$ cat src/rtl/traffic_light_ctrl_param.sv
// traffic_light_ctrl_param: two-road traffic-light controller with prescaler, parametrised phase times and switch-selected modes
module traffic_light_ctrl_param #(
    parameter int CLK_DIV     = 4,
    parameter int T_GREEN     = 5,
    parameter int T_YELLOW    = 2,
    parameter int T_ALLRED    = 1,
    parameter int FLASH_TICKS = 1,
    parameter int TW          = 8,
    parameter int DW          = 16
) (
    input  logic       clk,
    input  logic       rst,
    input  logic [1:0] sw,
    output logic       led4_r,
    output logic       led4_g,
    output logic       led4_b,
    output logic       led5_r,
    output logic       led5_g,
    output logic       led5_b,
    output logic [2:0] phase
);
    localparam logic [2:0] RR_A  = 3'd0;
    localparam logic [2:0] GR    = 3'd1;
    localparam logic [2:0] YR    = 3'd2;
    localparam logic [2:0] RR_B  = 3'd3;
    localparam logic [2:0] RG    = 3'd4;
    localparam logic [2:0] RY    = 3'd5;
    localparam logic [2:0] FLASH = 3'd6;
    localparam logic [TW-1:0] G_END = TW'(T_GREEN - 1);
    localparam logic [TW-1:0] Y_END = TW'(T_YELLOW - 1);
    localparam logic [TW-1:0] R_END = TW'(T_ALLRED - 1);
    localparam logic [TW-1:0] F_END = TW'(FLASH_TICKS - 1);
    localparam logic [DW-1:0] DIV_END = DW'(CLK_DIV - 1);
    logic [1:0]    sw_meta_q, sw_meta_d, mode_q, mode_d;
    logic [DW-1:0] div_q, div_d;
    logic [TW-1:0] timer_q, timer_d, t_end;
    logic [2:0]    state_q, state_d;
    logic          blink_q, blink_d;
    logic          tick, expire, stop, green, yellow, red, lit;
    always_comb begin
        sw_meta_d = sw;
        mode_d    = sw_meta_q;
        tick      = div_q == DIV_END;
        div_d     = tick ? '0 : div_q + DW'(1);
        green     = state_q == GR || state_q == RG;
        yellow    = state_q == YR || state_q == RY;
        red       = state_q == RR_A || state_q == RR_B;
        t_end     = green ? G_END : yellow ? Y_END : red ? R_END : F_END;
        expire    = tick && timer_q == t_end;
        stop      = mode_q == 2'b01 || mode_q == 2'b10;
        state_d   = state_q;
        timer_d   = tick ? timer_q + TW'(1) : timer_q;
        blink_d   = blink_q;
        if (state_q == FLASH) begin
            if (mode_q != 2'b01) begin
                state_d = RR_A;
            end else if (expire) begin
                timer_d = '0;
                blink_d = ~blink_q;
            end
        end else if (state_q > FLASH) begin
            state_d = RR_A;
        end else if (mode_q == 2'b11) begin
            timer_d = timer_q;
        end else if (stop && green) begin
            state_d = state_q + 3'd1;
        end else if (stop && red && expire) begin
            state_d = mode_q == 2'b01 ? FLASH : state_q;
            timer_d = timer_q;
        end else if (expire) begin
            state_d = state_q == RY ? RR_A : state_q + 3'd1;
        end
        // every state change restarts the phase timer and starts FLASH dark
        if (state_d != state_q) begin
            timer_d = '0;
            blink_d = 1'b0;
        end
    end
    always_ff @(posedge clk or negedge rst) begin
        if (!rst) begin
            sw_meta_q <= 2'b00;
            mode_q    <= 2'b00;
            div_q     <= '0;
            timer_q   <= '0;
            state_q   <= RR_A;
            blink_q   <= 1'b0;
        end else begin
            sw_meta_q <= sw_meta_d;
            mode_q    <= mode_d;
            div_q     <= div_d;
            timer_q   <= timer_d;
            state_q   <= state_d;
            blink_q   <= blink_d;
        end
    end
    assign lit    = state_q == FLASH && blink_q;
    assign led4_r = red || state_q == YR || state_q == RG || state_q == RY || lit;
    assign led4_g = state_q == GR || state_q == YR || lit;
    assign led4_b = 1'b0;
    assign led5_r = red || state_q == GR || state_q == YR || state_q == RY || lit;
    assign led5_g = state_q == RG || state_q == RY || lit;
    assign led5_b = 1'b0;
    assign phase  = state_q;
endmodule

$ cat config.mk
export PLATFORM = sky130hd
export DESIGN_NAME = traffic_light_ctrl_param
export DESIGN_NICKNAME = d
export VERILOG_FILES = /design/src/rtl/traffic_light_ctrl_param.sv
export SDC_FILE = /design/constraint.sdc
export NUM_CORES = 1
export LEC_CHECK = 0
export ABC_AREA = 1
export CAP_MARGIN = 20
export CORE_ASPECT_RATIO = 1.75
export CORE_MARGIN = 5
export CORE_UTILIZATION = 60
export DETAILED_ROUTE_END_ITERATION = 8
export PLACE_DENSITY = 0.8
export SLEW_MARGIN = 40
export SYNTH_ARGS = -nofsm -noshare
export SYNTH_HDL_FRONTEND = slang
export SYNTH_SLANG_ARGS = --single-unit
$ cat constraint.sdc
create_clock -name clk -period 2.9 [get_ports clk]
set_input_delay 0.435 -clock clk [delete_from_list [all_inputs] [get_ports clk]]
set_output_delay 0.435 -clock clk [all_outputs]
set_load 0.005 [all_outputs]
==> qor.txt <==
WL final: 4316 um
R2R Setup Slk: 360 ps
Crit path capture: led5_r
HP Class: reg -> reg
Sequential group share of total power: 0.286
Vias in the first global route: 1845
Post-Synth Adder-Cell Area: 0.04983
Clock skew: 2.947 ps
Cell family with most CP delay: buffers and inverters
Slowest stage cell, crit path: clkdlybuf4s50_1
CTS tree: yes
Cell taking the most area after synthesis: dfrtp_1
CTS root buf: clkbuf_8
Largest net degree at the start of global routing: 33
Final Cycle Share: 0.8877
P_sw: 0.8152 mW
Critical path class: reg -> out
Post-synthesis simple-gate area fraction: 0.3616
Hpwl dp: 3406 um
Post-CTS Resized: 0
Gr ovfl total: 0
RePlAce Congestion: 0.9285
Crit path time final: 2574 ps
CP Buf/Inv Count: 2
Max Freq: 388.5 MHz
Final setup vio count: 0
TNS Setup: 0 ps
Syn. warnings: 0
Combinational fraction of design power: 0.521
LEAKAGE: 1.209 nW
Detailed-route DRC error count: 0
Height of the die: 91.19 um
DR vias/cell: 5.167
Post-Synthesis Cells: 287
Main combinational cell family by area after synthesis: simple AND/OR/NAND/NOR gates
Wire per inst: 12.40 um
H-tree Lvls: 2
Seq/Total Area, Yosys: 0.3544
Via Count: 1798
IO Pins: 13
Initial core utilization: 0.6228
Clock Power Share: 0.193
Layout cells sized above 1: 0.1490
Number of cell rows: 29
Drt pass-1 iters: 4
Sw frac: 0.4412
Synthesized area: 2260 um^2
Pint: 1.032 mW
Mux contribution to synthesized area: 0
R2R depth: 16
Core ar.: 3628 um^2
GRT Overall Usage: 0.1911
Yosys reg bits: 32
Max incr delay on CP: 500 ps
Synth cell types: 36
Fin. Hold Viols: 0
Crit path cell chain: inv_1, ha_1, nand2_4, nand3_1, nand3b_1, clkdlybuf4s50_1
Origin of the worst setup path: phase[1]
Filler Cells Inserted: 337
Cts hold-fix bufs: 0
Die area: 5142 um^2
RSZ-0062 raised after global routing: no
CP max FO: 8
Synth async-reset ratio: 1.000
Setup crit end kind: output pin
Worst-path clk slew: 60 ps
Critical Path Start Type: flop
# Post-CTS Setup Buffers: 0
Max Cap Viol: 0
Nets: 315
Routed Antenna Nets: 0
RR Startpoint: phase[1]
R2r endpoint: timer_q[3]
Worst vdd ir: 0.6451 mV
Chip width: 56.39 um
CTS Sinks: 32
Number of synthesized flops with an enable pin: 0
Slew Limit Fails: 0
Ys flop type: dfrtp_1
Clock latency on the worst-skew pair: 280 ps
Pwr/cell area: 742.8 nW/um^2
Synth Area in XOR/XNOR: 0.05039
WP depth: 6
Synth-to-Final Area Change: 10.08%
CP required: 2470 ps
Status: complete, no violations
Avg Cell Area, Syn: 7.873 um^2
Compound-cell area share of the yosys netlist: 0.07420
First-pass GRT wire length: 7852 um
# diodes: 0
Data arrival time of the worst path: 2140 ps
Detailed Route Iter0 Violations: 77
TritonCTS Buffers: 5
PortBufs: 10
Top cells by area, synth: dfrtp_1 35%, nand2_1 9.8%, inv_1 8.3%
Post-synth top area share: 0.3544
Final core occ: 0.6855
Clock buffer depth: 2
Initial antenna violation count: 0
==> metrics by stage <==
stage	hold slack, ps	power, mW	instances	setup slack (ps)	area [um^2]
4_1_cts	349.6	1.860	348	326.3	2487
5_1_grt	362.4	1.979	348	216.1	2487
2_1_floorplan	139.4	1.222	288	819.6	2263
3_3_place_gp	331.8	1.481	341	498.0	2391
6_report	346.5	1.848	348	325.8	2487
3_5_place_dp	335.5	1.495	341	438.3	2391
==> layout by cell type, fill, tap and decap left out, types with 2 or more instances in the layout <==
cell and n:
a21oi_1 8, clkbuf_8 7, clkdlybuf4s50_1 10, conb_1 2, dfrtp_1 32, ha_1 9
inv_1 50, nand2_1 59, nand2_2 4, nand2_4 7, nand3_1 21, nand3_2 2
nand3_4 2, nand3b_1 2, nand4_1 4, nor2_1 30, nor2_2 2, nor2_8 2
nor3_2 9, o21ai_0 10, o21ai_1 2, o21bai_1 2, xnor2_1 3, xor2_1 10
==> power by group through the flow <==
stage	clock network [mW]	registers [mW]	logic [mW]
6_report	0.357	0.528	0.963
2_1_floorplan	0	0.510	0.712
4_1_cts	0.370	0.527	0.963
3_3_place_gp	0	0.533	0.949
5_1_grt	0.388	0.531	1.06
3_5_place_dp	0	0.535	0.960
==> worst min path at each step <==
stage	slack, ps	startpoint	cells after the start	endpoint
2_1_floorplan	140	rst	0	blink_q
3_3_place_gp	330	mode_d[1]	0	mode_q[1]
3_5_place_dp	340	mode_d[0]	0	mode_q[0]
4_1_cts	350	mode_d[0]	0	mode_q[0]
5_1_grt	360	mode_d[1]	0	mode_q[1]
6_report	350	mode_d[1]	0	mode_q[1]
==> cell usage after synthesis (2+ instances only) <==
library cell,count
xnor2_1,3
o21ai_0,10
nor2_1,30
nor3_2,9
nand3_4,2
o21ai_1,2
ha_1,9
xor2_1,10
nand4_1,4
buf_6,2
nand3b_1,2
nor2_2,2
buf_4,2
nand3_2,2
nand3_1,21
a21oi_1,8
nand2_1,59
dfrtp_1,32
nor2_8,2
nand2_2,4
o21bai_1,2
nand2_4,7
inv_1,50
==> layout make-up <==
| class | instances | area [um^2] | share of cell area |
|---|---|---|---|
| clock buffer | 7 | 96.34 | 0.03873 |
| timing repair buffer | 11 | 107.6 | 0.04326 |
| multi-input combinational | 199 | 1219 | 0.4899 |
| sequential | 32 | 800.8 | 0.3219 |
| inverter | 53 | 206.4 | 0.08300 |
| tap | 46 | 57.56 | 0.02314 |
==> flip-flops by register name, indices dropped and copies added, names as in the netlist <==
register / cells
timer_q: 8
div_q: 16
blink_q: 1
phase: 3
mode_q: 2
mode_d: 2
==> routing by layer <==
metal	global-route usage	vias up	wire (um)
met4	0.1109	0	182
met2	0.3486	37	2365
met1	0.2016	828	1650
li1	-	919	-
met5	0	-	0
met3	0.02979	14	118
==> kinds of logic (layout without fill, tap and decap cells) <==
logic type | count (synthesis) | after routing
compound gates | 27 | 27
xor+xnor | 13 | 13
fa+ha+maj | 9 | 9
buf+inv | 57 | 71
flops | 32 | 32
other cells | 1 | 2
simple gates | 148 | 148
(Power assumes the default switching activity.)
